## config.mk

```make
export PLATFORM = sky130hd
export DESIGN_NAME = ah_snoop_hazard_gate
export DESIGN_NICKNAME = d
export VERILOG_FILES = /design/src/rtl/ah_snoop_hazard_gate.sv
export SDC_FILE = /design/constraint.sdc
export NUM_CORES = 1
export LEC_CHECK = 0
export CAP_MARGIN = 10
export CORE_MARGIN = 5
export CORE_UTILIZATION = 50
export CTS_BUF_LIST = sky130_fd_sc_hd__clkbuf_4 sky130_fd_sc_hd__clkbuf_8 sky130_fd_sc_hd__clkbuf_16
export CTS_CLUSTER_SIZE = 25
export DETAILED_ROUTE_END_ITERATION = 8
export DONT_BUFFER_PORTS = 1
export PLACE_DENSITY_LB_ADDON = 0.08
export SLEW_MARGIN = 5
export SYNTH_ARGS = -nofsm -noshare
export SYNTH_HDL_FRONTEND = slang
export SYNTH_SLANG_ARGS = --single-unit
```

## constraint.sdc

```tcl
create_clock -name clk -period 2.55 [get_ports clk]
set_input_delay 0.51 -clock clk [delete_from_list [all_inputs] [get_ports clk]]
set_output_delay 0.51 -clock clk [all_outputs]
set_load 0.05 [all_outputs]
```

## src/rtl/ah_snoop_hazard_gate.sv

```systemverilog
// Snoop hazard gate: holds one request, snoops its key against a FIFO and forwards it
// only when no older in-flight entry shares the key. Optional AH_SNOOP_HAZARD_CNT_EN adds hazard_count.
// Ports: clk, rstn | in_data/in_valid/in_ready | out_data/out_valid/out_ready
//        sdata/svalid/smatch | hazard_stall, hazard_timeout [, hazard_count]
`timescale 1ns/1ps
module ah_snoop_hazard_gate #(
  parameter int DATA_W      = 110,
  parameter int SNOOP_W     = 32,
  parameter int SNOOP_LSB   = 0,
  parameter int RETRY_GAP   = 4,
  parameter int MAX_RETRIES = 15
) (
  input  logic               clk,
  input  logic               rstn,
  input  logic [DATA_W-1:0]  in_data,
  input  logic               in_valid,
  output logic               in_ready,
  output logic [DATA_W-1:0]  out_data,
  output logic               out_valid,
  input  logic               out_ready,
  output logic [SNOOP_W-1:0] sdata,
  output logic               svalid,
  input  logic               smatch,
  output logic               hazard_stall,
  output logic               hazard_timeout
`ifdef AH_SNOOP_HAZARD_CNT_EN
  ,
  output logic [15:0]        hazard_count
`endif
);

  localparam int GW = $clog2(RETRY_GAP + 1);
  localparam logic [GW-1:0] GAP_INIT = GW'(RETRY_GAP - 1);
  localparam logic [7:0] MAX8 = 8'(MAX_RETRIES);

  typedef enum logic [1:0] {
    S_IDLE,
    S_SNOOP,
    S_WAIT,
    S_SEND
  } state_t;

  state_t            state_q, state_d;
  logic [DATA_W-1:0] hold_q, hold_d;
  logic [7:0]        retry_cnt_q, retry_cnt_d;
  logic [7:0]        retry_inc;
  logic [GW-1:0]     gap_cnt_q, gap_cnt_d;
  logic              timeout_q, timeout_d;
  logic              in_fire;
  logic              out_fire;
  logic              hit;

  always_ff @(posedge clk or negedge rstn) begin
    if (!rstn) begin
      state_q     <= S_IDLE;
      hold_q      <= '0;
      retry_cnt_q <= '0;
      gap_cnt_q   <= '0;
      timeout_q   <= 1'b0;
    end else begin
      state_q     <= state_d;
      hold_q      <= hold_d;
      retry_cnt_q <= retry_cnt_d;
      gap_cnt_q   <= gap_cnt_d;
      timeout_q   <= timeout_d;
    end
  end

  // Outputs decode from state only; out_ready reaches in_ready in SEND.
  always_comb begin
    in_ready     = 1'b0;
    svalid       = 1'b0;
    out_valid    = 1'b0;
    hazard_stall = 1'b0;
    unique case (state_q)
      S_IDLE:  in_ready = 1'b1;
      S_SNOOP: svalid = 1'b1;
      S_WAIT:  hazard_stall = 1'b1;
      S_SEND: begin
        out_valid = 1'b1;
        in_ready  = out_ready;
      end
      default: ;
    endcase
  end

  assign in_fire        = in_valid & in_ready;
  assign out_fire       = out_valid & out_ready;
  assign hit            = (state_q == S_SNOOP) & smatch;
  assign retry_inc      = (retry_cnt_q == 8'hFF) ? 8'hFF : retry_cnt_q + 8'd1;
  assign out_data       = hold_q;
  assign sdata          = hold_q[SNOOP_LSB +: SNOOP_W];
  assign hazard_timeout = timeout_q;

  always_comb begin
    state_d     = state_q;
    hold_d      = hold_q;
    retry_cnt_d = retry_cnt_q;
    gap_cnt_d   = gap_cnt_q;
    // Fires only on the transition into MAX, so saturation never repeats it.
    timeout_d   = hit && (retry_inc == MAX8) && (retry_cnt_q != MAX8);
    unique case (state_q)
      S_IDLE: begin
        if (in_fire) begin
          hold_d      = in_data;
          retry_cnt_d = '0;
          state_d     = S_SNOOP;
        end
      end
      S_SNOOP: begin
        if (smatch) begin
          retry_cnt_d = retry_inc;
          gap_cnt_d   = GAP_INIT;
          state_d     = S_WAIT;
        end else begin
          state_d = S_SEND;
        end
      end
      S_WAIT: begin
        if (gap_cnt_q == '0) begin
          state_d = S_SNOOP;
        end else begin
          gap_cnt_d = gap_cnt_q - 1'b1;
        end
      end
      S_SEND: begin
        if (out_fire && in_fire) begin
          hold_d      = in_data;
          retry_cnt_d = '0;
          state_d     = S_SNOOP;
        end else if (out_fire) begin
          state_d = S_IDLE;
        end
      end
      default: state_d = S_IDLE;
    endcase
  end

`ifdef AH_SNOOP_HAZARD_CNT_EN
  logic [15:0] hcnt_q, hcnt_d;

  always_comb begin
    hcnt_d = hcnt_q;
    if (hit && hcnt_q != 16'hFFFF) begin
      hcnt_d = hcnt_q + 16'd1;
    end
  end

  always_ff @(posedge clk or negedge rstn) begin
    if (!rstn) begin
      hcnt_q <= '0;
    end else begin
      hcnt_q <= hcnt_d;
    end
  end

  assign hazard_count = hcnt_q;
`endif

endmodule

```

After elaboration in Yosys (flattened, before gate mapping):

Cells that the tools add are included.

* register bits: 124
* bits of input ports: 115
* output and inout bits: 147

* add/sub/neg operators: 2
* equal/unequal tests: 12
* muxes and demuxes: 21
* bitwise logic cells: 3
* reduce and logical (&&, ||, !) cells: 12

Operator list (count)
* $mux 110: 2
* $pmux 110 s2: 1
* $mux 8: 4
* $pmux 8 s3: 1
* $ne 2x2->1 const B: 5
* $reduce_and 3->1: 3
* $add 8x1->8 const B: 1
* $eq 8x4->1 const B: 1
* $eq 8x8->1 const B: 1
* $mux 2: 4
* $ne 8x4->1 const B: 1
* $pmux 2 s4: 1
* $mux 3: 2
* $pmux 3 s2: 1
* $eq 2x2->1 const B: 2
* $mux 1: 4
* $reduce_and 4->1: 1
* $reduce_bool 2->1: 2
* $and 1x1->1: 3
* $logic_and 1x1->1: 3
* $logic_not 3->1: 1
* $ne 3x3->1 const B: 1
* $reduce_bool 3->1: 1
* $sub 3x1->3 const B: 1
* 3 further kinds: 3

Longest topological paths before layout:

Gate-level depths: netlist (run 1).

* depth in word-level cells: 6
* gate-level depth with buffers: 8

Worst setup path before layout (run 1):

No wires, ideal clock.

* path type: register to register
* start point: register state_q[0]
* end point: register hold_q[0] (netlist: out_data[0])
* library setup time: 0.125 ns
* arrival: 2.435 ns
* data required time: 2.425 ns
* setup slack: -0.010 ns
* stages on the path, launching flop included: 8
* period minus slack after synthesis: 2.560 ns
* path through: dfrtp_1 > ha_1 > a21oi_1 > nor2_2 > and3_1 > buf_6 > buf_8 > mux2_4

* word-level cells in the longest chain between the ends: 6
* elaborated cells between the ends (all ways): 12
* those cells by class: eq/ne: 3; mux: 3; bitwise: 2; reduce/logical: 4

Ends and longest elaborated chain
* from (decl): line 43 `state_t state_q, state_d;`
* from (signal assigned): line 61 `state_q <= state_d;`
* $eq 2x2->1: line 75 `unique case (state_q)`
* $mux 1: line 75
* named net out_valid: line 19 `output logic out_valid,`
* $and 1x1->1: line 88 `assign out_fire = out_valid & out_ready;`
* $logic_and 1x1->1: line 127 `if (out_fire && in_fire) begin`
* $ne 2x2->1 (no line)
* $reduce_and 3->1 (no line)
* to (signal assigned): line 62 `hold_q <= hold_d;`
* to (decl): line 44 `logic [DATA_W-1:0] hold_q, hold_d;`

The timed path passes the listed nets, and every way through them passes these cells.
A chain may end at the register's enable or synchronous reset.

Final worst setup path (run 1):

* start point: register state_q[0]
* end point: register hold_q[50] (netlist: out_data[50])

The elaborated chain is that of the path after synthesis.

==> flow_summary.toml, run 1 <==
[yosys]
synthMuxAreaShare = 0.283
yosys.area_share.xor_xnor = 0.00457
ys_warn_count = 0
synth_nets = 500
synth_compound_area_frac = 0.0429
synth_top_family_by_area = "multiplexers"
yosys.area_share.simple = 0.0372
synth_adder_area_share = 0.0152
syn_inst = 378
synth_top_area_frac = 0.540
seq_area_frac_synth = 0.540
ys_top_cells_by_area = "dfrtp_1, mux2_4, buf_4"
synth.cell_area_um2 = 5750
synth_cell_types = 37
synth_largest_area_cell = "dfrtp_1"
synth_seq_cells = 124
syn_area_per_cell_um2 = 15.2

[timing]
fmax_mhz = 460
rsz0062_at_grt = "no"
worst_slew_pin_slew_ps = 964
whs_ps = -196
layout_setup_ws_ps = 374
hold_viol = 124
slew_headroom = 0.358
fin_crit_sh = 0.853
finalSetupViolCount = 0
skew_ps = 6.78
drv_slew = 0
period_needed_ps = 2180
tns_ps = 0

[worst_hold_path]
hp-class = "in2async"

[final_layout]
final_area_um2 = 6130
nFillCells = 929
syn_to_final_growth_pct = 6.71
multiInputGateArea_um2 = 2210
layout-drive-gt1-share = 0.388
finalNonFillerCells = 509
final-seq-area_um2 = 3100
antenna-diode-count = 0
layout.nets = 477

[placement]
place_ws_ps = 383
placed_cell_area_um2 = 5580
io_buffers = 0
dp.cells = 479
place_congestion = 0.702
dp_hpwl_um = 8170

[grt]
grt_max_degree = 125
grt_overflow_total = 0
grtUsageTotal = 0.161
antenna_found_initial = 0
grt_pass1_wl_um = 16200
grt_pass1_vias = 2933

[route]
firstDrtPassIters = 4
ant_nets = 0
via_count = 2798
drc = 0
via_per_inst = 5.50
drtIter0Drc = 148
postRouteWirelength_um = 11500
wl_per_cell_um = 22.6

[clock_tree]
cts_root_buf = "clkbuf_16"
clk_pin_slew_ps = 50
clock_latency_ps = 400
cts_tree = "yes"
post_cts_buffers = 0
cts-resized-gates = 0
htree_levels = 4
clkSinkCount = 124
clockBufferDepth = 2
cts_buffers = 17

[critical_path]
worstSetupPathType = "reg2reg"
arrival_ps = 2460
worst_setup_path_end_kind = "flip-flop"
critical_path.max_fanout = 61
critPathLaunchType = "flip-flop"
worstPathRequired_ps = 2830
r2r_cells = 6

[die]
initial_core_util = 0.508
rows = 39
io_pins = 262
design.core.area_um2 = 11300
die_h_um = 117
die-width_um = 117
dieArea_um2 = 13700

[outcome]
status = "finished with violations"
failed_checks = "negative hold slack"

[run]
maxCapViolCount = 0
==> placed cells by master (no fill, tap or decap), types with 2 or more instances in the layout <==
cell type	synthesis	routed
clkinv_2	0	8
nand2b_1	3	3
dfrtp_1	124	124
clkbuf_16	0	17
ha_1	7	6
nor2_1	4	4
buf_12	0	2
mux2_4	100	100
mux2_1	10	10
o21ai_0	8	8
nand4_1	3	3
bufinv_16	0	2
nand2_1	15	15
nor2b_1	2	2
buf_4	32	3
a31oi_1	2	2
a21oi_1	8	8
nor3_1	4	4
o31ai_1	2	2
nand3_1	4	4
and2_1	2	2
o21ai_1	5	5
inv_1	7	7
clkbuf_4	0	2
a22o_1	5	5
xor2_1	3	3
==> metal layers <==
metal	wire length [um]	vias to the layer above	global-route usage
li1	-	1246	-
met1	4160	1409	0.167
met2	6030	126	0.271
met3	1150	17	0.0833
met4	177	0	0.0711
met5	0	-	0
==> cell usage after synthesis <==
cell,number
dfrtp_1,124
mux2_4,100
buf_4,32
nand2_1,15
buf_8,10
mux2_1,10
a21oi_1,8
o21ai_0,8
ha_1,7
inv_1,7
a22o_1,5
o21ai_1,5
nand3_1,4
nor2_1,4
nor3_1,4
clkbuf_1,3
nand2b_1,3
nand4_1,3
xor2_1,3
a31oi_1,2
and2_1,2
and3_1,2
nor2b_1,2
o31ai_1,2
a211oi_1,1
a211oi_4,1
a21o_1,1
a21oi_2,1
a41oi_1,1
buf_2,1
buf_6,1
mux2_2,1
nand2b_4,1
nand3b_1,1
nor2_2,1
o221ai_1,1
o311ai_1,1
==> critical path, cell delays in order, from the launching register on <==
cell     delay (ps)
dfrtp_1         370
ha_2            420
a21oi_1         140
nor2_2          120
and3_4          230
buf_12          360
mux2_1          370
==> cell families (layout without fill, tap and decap cells) <==
family / count (synthesis) / after routing
xor gates and xnor gates: 3 / 3
DFF: 124 / 124
buffers and inverters: 54 / 42
and+or+nand+nor: 42 / 42
muxes: 111 / 111
AOI/OAI and AO/OA: 37 / 37
adders and majority gates: 7 / 7
==> path summary, 6_finish.rpt <==
path	start	end	slack [ps]
setup reg to reg	state_q[0]	out_data[50]	370
hold / removal	rstn	out_data[56]	-200
max in group asynchronous	rstn	out_data[101]	2580
min in group clk	in_data[51]	out_data[51]	240
hold reg to reg	gap_cnt_q[0]	gap_cnt_q[0]	490
setup / recovery	state_q[0]	out_data[50]	370
==> flip-flops by register name (all words and copies together) (netlist names) <==
signal          count
hazard_timeout      1
state_q             2
retry_cnt_q         8
out_data          110
gap_cnt_q           3
==> per-stage QoR <==
step / hold WS, ps / util
2_1_floorplan: 214 / -
3_3_place_gp: 217 / 0.493
3_5_place_dp: 218 / 0.493
4_1_cts: -223 / 0.542
5_1_grt: -239 / 0.542
6_report: -196 / 0.542
==> layout make-up <==
type,count,area share
flip-flops and latches,124,0.506
multi-input cells,200,0.360
clock buffers,20,0.0741
well taps,143,0.0292
clock inverters,10,0.0163
repair buffers,5,0.0102
inverters,7,0.00428
Power of run 1 is left out: the tool's default activity adds up to more than one toggle a clock period on the data nets, which glitch-free logic cannot reach.
==> run 2, diff against run 1 <==
Settings changed: MAX_ROUTING_LAYER from default to met4.
==> flow_summary.toml, run 2 (synthesis results as in run 1) <==
[timing]
whs_ps = -197
rsz0062_at_grt = "no"
period_needed_ps = 2180
slew_headroom = 0.358
fin_crit_sh = 0.856
drv_slew = 0
hold_viol = 124
fmax_mhz = 458
skew_ps = 4.11
tns_ps = 0
worst_slew_pin_slew_ps = 964
finalSetupViolCount = 0

[placement]
dp_hpwl_um = 8170
io_buffers = 0
place_congestion = 0.710

[critical_path]
r2r-end = "out_data[50]"
worstSetupPathType = "reg2out"
reg2reg_from = "state_q[1]"
r2r_setup_slack_ps = 380
r2r_cells = 6
critical_path.max_fanout = 6
critPathLaunchType = "flip-flop"
worstPathRequired_ps = 2040
worst_setup_path_end_kind = "primary output"
arrival_ps = 1670

[outcome]
status = "finished with violations"
failed_checks = "negative hold slack"

[route]
wl_per_cell_um = 22.6
postRouteWirelength_um = 11500
ant_nets = 0
via_count = 2794
drc = 0
via_per_inst = 5.49
firstDrtPassIters = 4
drtIter0Drc = 148

[clock_tree]
clkSinkCount = 124
clock_latency_ps = 400
cts_root_buf = "clkbuf_16"
cts_tree = "yes"
cts-resized-gates = 0
cts_buffers = 17
htree_levels = 4
clk_pin_slew_ps = 50
clockBufferDepth = 2
post_cts_buffers = 0

[die]
design.core.area_um2 = 11300
io_pins = 262
dieArea_um2 = 13700
die_h_um = 117
rows = 39
initial_core_util = 0.508
die-width_um = 117

[run]
maxCapViolCount = 0

[grt]
grtUsageTotal = 0.166
grt_overflow_total = 0
antenna_found_initial = 0
grt_pass1_wl_um = 16200
grt_pass1_vias = 2913
grt_max_degree = 125

[worst_hold_path]
hp-class = "in2async"

[final_layout]
syn_to_final_growth_pct = 6.71
antenna-diode-count = 0
layout-drive-gt1-share = 0.388
final_cell_mix = "dfrtp_1, mux2_4, clkbuf_16, nand2_1, mux2_1"
layout_commonest_cell = "dfrtp_1"
layout.nets = 477
largest_reg_flops = 110
==> run 2: cell counts in the layout (fill, tap and decap cells not counted) <==
No cell type changed its count.
==> run 2: routing by layer <==
| metal | vias up | wire length, um | global-route usage |
|---|---|---|---|
| met4 | 0 | 142 | 0.0711 |
| met2 | 121 | 6060 | 0.271 |
| met3 | 13 | 1040 | 0.0746 |
| met1 | 1414 | 4280 | 0.173 |
| li1 | 1246 | - | - |
| met5 | - | 0 | - |
==> run 2: worst max-delay path by stage <==
stage,start,endpoint,cells past startpoint
after floorplan,state_q[0],out_data[0],7
after global placement,state_q[0],out_data[51],6
after detailed placement,state_q[0],out_data[50],6
after CTS,state_q[0],in_ready,4
after global routing,state_q[1],in_ready,4
final,state_q[1],in_ready,4
==> run 2: cell type report <==
type                            instances  area (um^2)
Multi-Input combinational cell        200         2210
Tap cell                              143          179
Inverter                                7         26.3
Clock buffer                           20          454
Fill cell                             929         5190
Clock inverter                         10          100
Timing Repair Buffer                    5         62.6
Sequential cell                       124         3100
==> run 2: per-stage QoR <==
step                      instance area (um^2)  hold slack [ps]  worst slack [ps]  instances   util
after CTS                                 6130             -223               348        509  0.542
after detailed placement                  5580              218               383        479  0.493
after global routing                      6130             -239               243        509  0.542
final                                     6130             -197               367        509  0.542
after floorplan                           5750              214               182        378      -
after global placement                    5580              217               436        479  0.493
==> run 2: worst max-delay path, stage by stage (launching register included) <==
cell     delay (ps)
dfrtp_1         370
ha_2            420
a21oi_1         140
nor2_2          120
buf_4           210
Power of run 2 is left out for the same reason.
==> run 3, diff against run 2 <==
Settings changed: CORE_MARGIN 5 to 2, PLACE_DENSITY_LB_ADDON 0.08 to 0.1.
==> flow_summary.toml, run 3 (synthesis results as in run 1) <==
[grt]
grt_pass1_wl_um = 17500
grtUsageMet3 = 0.0744
met1_usage = 0.233
grt_pass1_vias = 2939
grtUsageTotal = 0.189
grt.busiest_layer = "met2"
grt_overflow_total = 0
grt_max_degree = 125
antenna_found_initial = 0
grt_util_met2 = 0.282

[critical_path]
worstPathRequired_ps = 2830
critPathLaunchType = "flip-flop"
r2r-end = "out_data[1]"
r2r_cells = 6
r2r_setup_slack_ps = 340
reg2reg_from = "state_q[0]"
arrival_ps = 2490
worstSetupPathType = "reg2reg"
worst_setup_path_end_kind = "flip-flop"
critical_path.max_fanout = 51

[timing]
drv_slew = 0
tns_ps = 0
slew_headroom = 0.346
fmax_mhz = 453
period_needed_ps = 2210
fin_crit_sh = 0.866
rsz0062_at_grt = "no"
hold_viol = 124
worst_slew_pin_slew_ps = 981
layout_setup_ws_ps = 342
skew_ps = 8.05
whs_ps = -201
finalSetupViolCount = 0

[clock_tree]
cts_root_buf = "clkbuf_16"
clk_pin_slew_ps = 60
clockBufferDepth = 2
clkSinkCount = 124
clock_latency_ps = 400
cts-resized-gates = 0
cts_buffers = 17
htree_levels = 4
cts_tree = "yes"
post_cts_buffers = 0

[die]
design.core.area_um2 = 11300
initial_core_util = 0.508
die-width_um = 111
rows = 39
die_h_um = 111
dieArea_um2 = 12400
io_pins = 262

[route]
firstDrtPassIters = 4
wl_per_cell_um = 21.6
ant_nets = 0
postRouteWirelength_um = 11100
via_per_inst = 5.63
drtIter0Drc = 191
drc = 0
via_count = 2887

[outcome]
failed_checks = "negative hold slack"
status = "finished with violations"

[final_layout]
syn_to_final_growth_pct = 7.71
final-seq-area_um2 = 3100
layout.nets = 479
final_cell_mix = "dfrtp_1, mux2_4, clkbuf_16, nand2_1, mux2_1"
layout-drive-gt1-share = 0.395
largest_reg_flops = 110
multiInputGateArea_um2 = 2210
antenna-diode-count = 0
layout_commonest_cell = "dfrtp_1"
nFillCells = 911

[run]
maxCapViolCount = 0

[placement]
dp_hpwl_um = 7530
io_buffers = 0
place_ws_ps = 384
place_congestion = 0.807

[worst_hold_path]
hp-class = "in2async"
[run 3: metal layers]
metal | share of wire | vias to the layer above
li1 | - | 1256
met5 | 0 | -
met1 | 0.40 | 1449
met2 | 0.49 | 170
met4 | 0.015 | 0
met3 | 0.090 | 12
[run 3: worst max path at each step]
stage	slack (ps)	start	to	cells past startpoint
2_1_floorplan	180	state_q[0]	out_data[0]	7
3_3_place_gp	420	state_q[0]	out_data[95]	6
3_5_place_dp	380	state_q[0]	out_data[23]	6
4_1_cts	330	state_q[0]	in_ready	4
5_1_grt	230	state_q[0]	out_data[1]	6
6_report	340	state_q[0]	out_data[1]	6
[run 3: cell type report]
class,instances,share of cell area
clock buffers,22,0.0778
repair buffers,7,0.0125
well taps,143,0.0289
inverters,7,0.00424
multi-input cells,200,0.357
clock inverters,10,0.0186
flip-flops and latches,124,0.501
[run 3: per-stage QoR]
stage,util,instances,hold WS [ps],instance area [um^2]
floorplan,-,378,214,5750
global placement,0.494,481,218,5590
detailed placement,0.494,481,218,5590
CTS,0.547,513,-226,6190
global route,0.547,513,-228,6190
finish,0.547,513,-201,6190
[run 3: worst max-delay path, stage by stage, from the launching register on]
cell	delay (ps)
dfrtp_1	370
ha_2	420
a21oi_1	150
nor2_2	130
and3_4	280
buf_12	350
mux2_4	340
Power of run 3 is left out for the same reason.
